**src/rtl/mem_param_pkg.sv**
```systemverilog
// Shared types and constants for the parametrised single-port memory.
// Imported by the init sequencer and the memory top.
package mem_param_pkg;

    typedef enum logic {INIT, RUN} mem_state_t;

    localparam int ERR_CNT_W = 8;

    function automatic bit dwidth_ok(input int w);
        return (w > 0) && ((w % 8) == 0);
    endfunction

endpackage

```
**src/rtl/mem_init_seq.sv**
```systemverilog
// Post-reset init sequencer: walks every address once, then hands the memory to the user port.
module mem_init_seq
    import mem_param_pkg::*;
#(
    parameter int DEPTH  = 32,
    parameter int AWIDTH = $clog2(DEPTH)
) (
    input  logic              clk,
    input  logic              rst,
    output logic              busy,
    output logic              init_we,
    output logic [AWIDTH-1:0] init_addr
);

    localparam logic [AWIDTH-1:0] LAST_ADDR = AWIDTH'(DEPTH - 1);

    mem_state_t        state_q, state_d;
    logic [AWIDTH-1:0] init_ptr_q, init_ptr_d;

    always_ff @(posedge clk) begin
        if (rst) begin
            state_q    <= INIT;
            init_ptr_q <= '0;
        end else begin
            state_q    <= state_d;
            init_ptr_q <= init_ptr_d;
        end
    end

    // Leave INIT on the edge that writes the last word, so busy drops together with that write.
    always_comb begin
        state_d    = state_q;
        init_ptr_d = init_ptr_q;
        if (state_q == INIT) begin
            if (init_ptr_q == LAST_ADDR) begin
                state_d    = RUN;
                init_ptr_d = '0;
            end else begin
                init_ptr_d = init_ptr_q + 1'b1;
            end
        end
    end

    assign busy      = (state_q == INIT);
    assign init_we   = (state_q == INIT) && !rst;
    assign init_addr = init_ptr_q;

endmodule

```
**src/rtl/mem_param_sync.sv**
```systemverilog
// Parametrised single-port synchronous memory with byte enables, registered read,
// hardware init after reset and protocol-error flagging with a saturating counter.
module mem_param_sync
    import mem_param_pkg::*;
#(
    parameter int                DWIDTH   = 8,
    parameter int                DEPTH    = 32,
    parameter logic [DWIDTH-1:0] INIT_VAL = '0,
    localparam int               AWIDTH   = $clog2(DEPTH)
) (
    input  logic                 clk,
    input  logic                 rst,
    input  logic [AWIDTH-1:0]    addr,
    input  logic [DWIDTH-1:0]    data_in,
    input  logic [DWIDTH/8-1:0]  be,
    input  logic                 write,
    input  logic                 read,
    output logic [DWIDTH-1:0]    data_out,
    output logic                 rd_valid,
    output logic                 busy,
    output logic                 err,
    output logic [ERR_CNT_W-1:0] err_cnt
);

    localparam int                   NBYTES  = DWIDTH / 8;
    localparam logic [AWIDTH:0]      DEPTH_W = (AWIDTH + 1)'(DEPTH);
    localparam logic [ERR_CNT_W-1:0] ERR_MAX = '1;

    if (!dwidth_ok(DWIDTH) || (DEPTH < 2)) begin : g_bad_param
        $error("mem_param_sync: DWIDTH must be a multiple of 8 and DEPTH must be at least 2");
    end

    logic                 init_we;
    logic [AWIDTH-1:0]    init_addr;

    logic                 in_range;
    logic                 user_wr;
    logic                 user_rd;
    logic                 reject;

    logic                 mem_we;
    logic [AWIDTH-1:0]    mem_addr;
    logic [DWIDTH-1:0]    mem_wdata;
    logic [NBYTES-1:0]    mem_be;

    logic [DWIDTH-1:0]    mem [DEPTH];

    logic [DWIDTH-1:0]    data_out_q, data_out_d;
    logic                 rd_valid_q, rd_valid_d;
    logic                 err_q, err_d;
    logic [ERR_CNT_W-1:0] err_cnt_q, err_cnt_d;

    mem_init_seq #(
        .DEPTH  (DEPTH),
        .AWIDTH (AWIDTH)
    ) u_init_seq (
        .clk       (clk),
        .rst       (rst),
        .busy      (busy),
        .init_we   (init_we),
        .init_addr (init_addr)
    );

    // A request is serviced only in RUN with exactly one of read/write and an address inside the array.
    always_comb begin
        in_range = ({1'b0, addr} < DEPTH_W);
        user_wr  = !rst && !busy && write && !read && in_range;
        user_rd  = !rst && !busy && read && !write && in_range;
        reject   = !rst && (read || write) && (busy || (read && write) || !in_range);
    end

    always_comb begin
        mem_we    = 1'b0;
        mem_addr  = addr;
        mem_wdata = data_in;
        mem_be    = be;
        if (init_we) begin
            mem_we    = 1'b1;
            mem_addr  = init_addr;
            mem_wdata = INIT_VAL;
            mem_be    = '1;
        end else if (user_wr) begin
            mem_we    = 1'b1;
        end
    end

    always_ff @(posedge clk) begin
        if (mem_we) begin
            for (int i = 0; i < NBYTES; i++) begin
                if (mem_be[i]) begin
                    mem[mem_addr][8*i +: 8] <= mem_wdata[8*i +: 8];
                end
            end
        end
    end

    always_comb begin
        data_out_d = data_out_q;
        rd_valid_d = 1'b0;
        err_d      = 1'b0;
        err_cnt_d  = err_cnt_q;
        if (user_rd) begin
            data_out_d = mem[addr];
            rd_valid_d = 1'b1;
        end
        if (reject) begin
            err_d = 1'b1;
            if (err_cnt_q != ERR_MAX) begin
                err_cnt_d = err_cnt_q + 1'b1;
            end
        end
    end

    always_ff @(posedge clk) begin
        if (rst) begin
            data_out_q <= '0;
            rd_valid_q <= 1'b0;
            err_q      <= 1'b0;
            err_cnt_q  <= '0;
        end else begin
            data_out_q <= data_out_d;
            rd_valid_q <= rd_valid_d;
            err_q      <= err_d;
            err_cnt_q  <= err_cnt_d;
        end
    end

    assign data_out = data_out_q;
    assign rd_valid = rd_valid_q;
    assign err      = err_q;
    assign err_cnt  = err_cnt_q;

endmodule

```
**config.mk**
```make
export PLATFORM = sky130hd
export DESIGN_NAME = mem_param_sync
export DESIGN_NICKNAME = d
export VERILOG_FILES = /design/src/rtl/mem_param_pkg.sv /design/src/rtl/mem_init_seq.sv /design/src/rtl/mem_param_sync.sv
export SDC_FILE = /design/constraint.sdc
export NUM_CORES = 1
export LEC_CHECK = 0
export ABC_AREA = 0
export BUFFER_PORTS_ARGS = -buffer_cell sky130_fd_sc_hd__buf_4
export CORE_ASPECT_RATIO = 0.75
export CORE_MARGIN = 1.5
export CORE_UTILIZATION = 35
export CTS_CLUSTER_SIZE = 20
export DETAILED_ROUTE_END_ITERATION = 12
export REMOVE_ABC_BUFFERS = 1
export SKIP_LAST_GASP = 1
export SYNTH_ARGS = -nofsm -noshare
export SYNTH_HDL_FRONTEND = slang
export SYNTH_HIERARCHICAL = 1
export SYNTH_SLANG_ARGS = --single-unit
```
**constraint.sdc**
```tcl
create_clock -name clk -period 3.5 [get_ports clk]
set_input_delay 0.7 -clock clk [delete_from_list [all_inputs] [get_ports clk]]
set_output_delay 0.7 -clock clk [all_outputs]
set_load 0.02 [all_outputs]
```
Word-level counts from Yosys, hierarchy flattened. Memory sizes are Yosys's and may differ from the RTL's. A register that Yosys moved wholly into a read port is not among the register bits. Cells that the tools add are included.

Memory bits (writable): 256. Register bits: 16. Memories: 1. Output and inout port bits: 19.

Memories: mem (words 32, width 8, read ports 1, clocked after Yosys merged registers in 1, wr ports 1, line mem_param_sync.sv:46) `logic [DWIDTH-1:0] mem [DEPTH];`.

Reduce and logical (&&, ||, !) cells: 15. Bitwise operators: 1. Muxes and demuxes: 13. Equality and inequality tests: 2. $add $sub $neg: 2.

Operators with widths (number): 1-bit 2-to-1 mux (10); 5-bit 2-to-1 mux (2); 1-bit logical AND (9); 8-bit by 1-bit adder with 8-bit output (second input constant) (1); 8-bit 2-to-1 mux (1); 8-bit != test (second input constant) (1); 5-bit by 1-bit adder with 5-bit output (second input constant) (1); 5-bit equality test (second input constant) (1); 1-bit logical NOT (3); 1-bit logical OR (2); 2-bit AND reduction (1); 1-bit NOT (1).

Logic depth before layout (Yosys ltp).
Depth in word-level cells: 8. Gate-level depth with buffers: 9. Mapped depth without buffers: 6.

Modules after synthesis. Netlist, hierarchy kept.

By module, submodules not included: mem_param_sync (seq. area each 8047.7 um^2, times used 1, cells an instance 621, area each 10971.8 um^2); mem_init_seq (seq. area each 120.1 um^2, times used 1, cells an instance 30, area each 272.8 um^2).

Worst setup path before layout. Ideal clock, no wire load.

Kind: in2reg. Start point: input addr[0]. End point: memory mem[13][0] (enable). Data arrival time: 2.311 ns. Path buffers: 4. Path slack: 0.819 ns. Cell stages on the path: 8. Required time: 3.130 ns. Library setup time: 0.370 ns. Cells stage by stage: buf_6 -> buf_6 -> buf_6 -> buf_2 -> inv_1 -> o32ai_1 -> nand2_1 -> nor2_1.

Word-level cells in the longest chain between the ends: 1.

Ends and longest elaborated chain: from (decl) (line mem_param_sync.sv:13) `input logic [AWIDTH-1:0] addr,`; 5-bit 2-to-1 mux (line mem_param_sync.sv:77) `if (init_we) begin`; to (decl) (line mem_param_sync.sv:46).

No other way between the ends.

Worst setup path in the final report.
Start point: register u_init_seq.state_q. End point: memory mem[4][6] (enable).

Word-level cells in the longest chain between the ends: 7.

Ends and longest elaborated chain: from (decl) (line mem_init_seq.sv:17) `mem_state_t state_q, state_d;`; from (signal assigned) (line mem_init_seq.sv:25) `state_q <= state_d;`; 1-bit logical AND (3 in a row) (line mem_param_sync.sv:67) `user_wr = !rst && !busy && write && !read && in_range;`; 1-bit 2-to-1 mux (line mem_param_sync.sv:82) `end else if (user_wr) begin`; 1-bit 2-to-1 mux (line mem_param_sync.sv:77); 1-bit 2-to-1 mux (line mem_param_sync.sv:88) `if (mem_we) begin`; 1-bit 2-to-1 mux (implied by the code) (line mem_param_sync.sv:91) `mem[mem_addr][8*i +: 8] <= mem_wdata[8*i +: 8];`.

Several ways; a longest one is shown, not always the timed one.

==> flow_metrics.env <==
export IMPL_grt_pass1_wl_um=37700
export IMPL_cts_max_path_buffers=3
export IMPL_die_area_um2=33200
export IMPL_place_hpwl_um=16200
export IMPL_die_w_um=210
export IMPL_cpPeakStageDelay_ns=0.76
export IMPL_gp_congestion=0.817
export IMPL_path_clk_slew_ns=0.06
export IMPL_cp_cell_sequence="inv_1 > nor4b_1 > a21o_1 > o21ai_1 > nor2_1"
export IMPL_finClkSkew_ns=0.0122
export IMPL_io_pins=37
export IMPL_cts_made_buffers=27
export IMPL_synth_edf_count=256
export IMPL_synth_seq_cells=280
export IMPL_drive_gt1_share_pct=21.0
export IMPL_p_leak_nw=4.55
export IMPL_insertion_delay_ns=0.53
export IMPL_min_period_over_period_pct=80.6
export IMPL_relSlewSlack_pct=33.6
export IMPL_critPathSlowestCell="nor2_1"
export IMPL_place_area_um2=12200
export IMPL_grt_start_max_net_pins=33
export IMPL_cp_end_kind="register"
export IMPL_grt_pass1_vias=5980
export IMPL_drtIter0Drc=522
export IMPL_wirelength_um=25100
export IMPL_area_delta_synth_final_pct=16.4
export IMPL_drtPass1Iterations=5
export IMPL_cts_tree="built"
export IMPL_post_cts_resized_instances=0
export IMPL_irDropWorstVdd_mv=0.278
export IMPL_worst_hold_slack_ns=0.498
export IMPL_finalHoldViolations=0
export IMPL_crit_family="simple AND/OR/NAND/NOR gates"
export IMPL_cap_violations=0
export IMPL_postLayoutCellArea_um2=13100
export IMPL_die_h_um=158
export IMPL_power_density_nw_per_um2=528
export IMPL_crit_buf_inv=1
export IMPL_fin_setup_tns_ns=0
export IMPL_ys_seq_area_share_pct=72.6
export IMPL_finalMaxSlewViolations=0
export IMPL_finalNetCount=753
export IMPL_syn_area_per_cell_um2=17.3
export IMPL_hp_class="in2reg"
export IMPL_cts_hold_buf=0
export IMPL_path_class="reg2reg"
export IMPL_arrival_ns=2.97
export IMPL_mostFrequentLayoutCell="edfxtp_1"
export IMPL_mostFrequentLayoutCells="256 x edfxtp_1, 81 x buf_4, 72 x mux2i_1, 49 x nor2_1, 36 x nand2_1"
export IMPL_yosysUniqueCellTypes=43
export IMPL_routed_via_count=6056
export IMPL_fp_row_count=56
export IMPL_htreeDepth=1
export IMPL_cp_start_kind="register"
export IMPL_cts_sinks=280
export IMPL_postCtsSetupRepairBufs=0
export IMPL_portBuffers=36
export IMPL_grt_usage_pct=15.4
export IMPL_critPathMaxFanout=10
export IMPL_detail_route_antenna_nets=0
export IMPL_finalSetupViolations=0
export IMPL_synthFlopType="edfxtp_1"
export IMPL_routed_via_density=5.23
export IMPL_clockRootBuffer="clkbuf_16"
export IMPL_n_antenna_cell=0
export IMPL_antenna_found_initial=1
export IMPL_ys_async_sr_fraction_pct=0
export IMPL_min_period_ns=2.82
export IMPL_drc_errors=0
export IMPL_synth_area_um2=11200
export IMPL_cp_required_ns=3.65
export IMPL_yosysWarnings=6
export IMPL_netlist_instances=651
export IMPL_start_util_pct=35.7
export IMPL_core_um2=31500
export IMPL_power_mw=6.91
export IMPL_wire_per_inst_um=21.7
export IMPL_worstMarginPinSlew_ns=0.990
export IMPL_fmax_mhz=354
export IMPL_rsz0062_at_grt="false"
export IMPL_status="finished, final reports clean"
export IMPL_overflow=0
==> metrics by stage <==
step           utilization (%)  cells  setup WS, ns
6_report                  41.6   1158         0.679
5_1_grt                   41.6   1158         0.415
4_1_cts                   41.6   1158         0.623
3_5_place_dp              38.9   1109         0.289
3_3_place_gp              38.9   1109         0.422
2_1_floorplan                -    619         0.713
==> where the power goes <==
group,switching [mW],internal (mW)
combinational,0.249,0.144
clock,1.17,1.65
sequential,0.0141,3.68
total,1.43,5.48
==> metal layers <==
| layer | track usage (%) | part of all wire (%) | vias up |
|---|---|---|---|
| li1 | - | - | 2755 |
| met1 | 22.6 | 47 | 3080 |
| met2 | 23.8 | 45 | 186 |
| met3 | 2.72 | 6.3 | 35 |
| met4 | 3.67 | 1.8 | 0 |
| met5 | 0 | 0 | - |
==> worst paths after layout <==
path,depth (start not counted),from,end,slack (ns)
max,5,u_init_seq/state_q,mem[4][6],0.68
min,2,rst,u_init_seq/init_addr[2],0.50
max reg2reg,5,u_init_seq/state_q,mem[4][6],0.68
min reg2reg,2,data_out[1],data_out[1],0.52
==> cells by family (layout without fill, tap and decap cells) <==
logic type | Yosys count | count (layout) | synth area share [%]
buf+inv | 39 | 140 | 2.00
compound gates | 87 | 87 | 5.54
simple gates | 125 | 125 | 5.12
xor+xnor | 7 | 7 | 0.545
flops | 280 | 280 | 72.6
fa+ha+maj | 3 | 3 | 0.334
mux | 110 | 110 | 13.8
==> flip-flops by register name (all words and copies together), names as in the netlist <==
register and flops:
data_out 8, err 1, err_cnt 8, mem 256, rd_valid 1, u_init_seq/init_addr 5
u_init_seq/state_q 1
==> synthesized netlist by cell type, types with 3 or more instances <==
cell      number  area [um^2]
nor3b_1        3         22.5
edfxtp_1     256         7690
nor2_1        50          188
xnor2_1        7         61.3
o21ai_0        5         25.0
nor4_1         3         18.8
a221oi_1       8         70.1
nand2_1       36          135
mux4_1        12          315
a21oi_1       24          120
buf_6          6         67.6
a22oi_1       16          120
buf_2          6         30.0
nor3_1         4         20.0
mux2_2         6         67.6
nand3_1        3         15.0
mux4_2        20          450
o41ai_1        3         26.3
clkbuf_1      13         48.8
a221o_1        5         50.1
nor2b_1       11         68.8
a211oi_1       3         22.5
mux2i_1       72          721
dfxtp_1       24          480
a22o_1        13          114
and2_1         4         25.0
buf_4          4         30.0
ha_1           3         37.5
inv_1          6         22.5
o32ai_1        5         43.8
==> worst register-to-register path: cells and delay by family, from the launching register on <==
kind | cells | cell delay (ns)
buffers and inverters | 1 | 0.16
DFF | 1 | 0.56
and+or+nand+nor | 2 | 1.15
AOI/OAI and AO/OA | 2 | 0.58
==> final cells by class <==
type	count	area, um^2
repair buffers	84	659
flip-flops and latches	280	8170
well taps	406	508
fillers	2797	18400
clock inverters	10	96.3
inverters	7	26.3
clock buffers	39	762
multi-input cells	332	2870
Power figures use the tool's default switching activity.
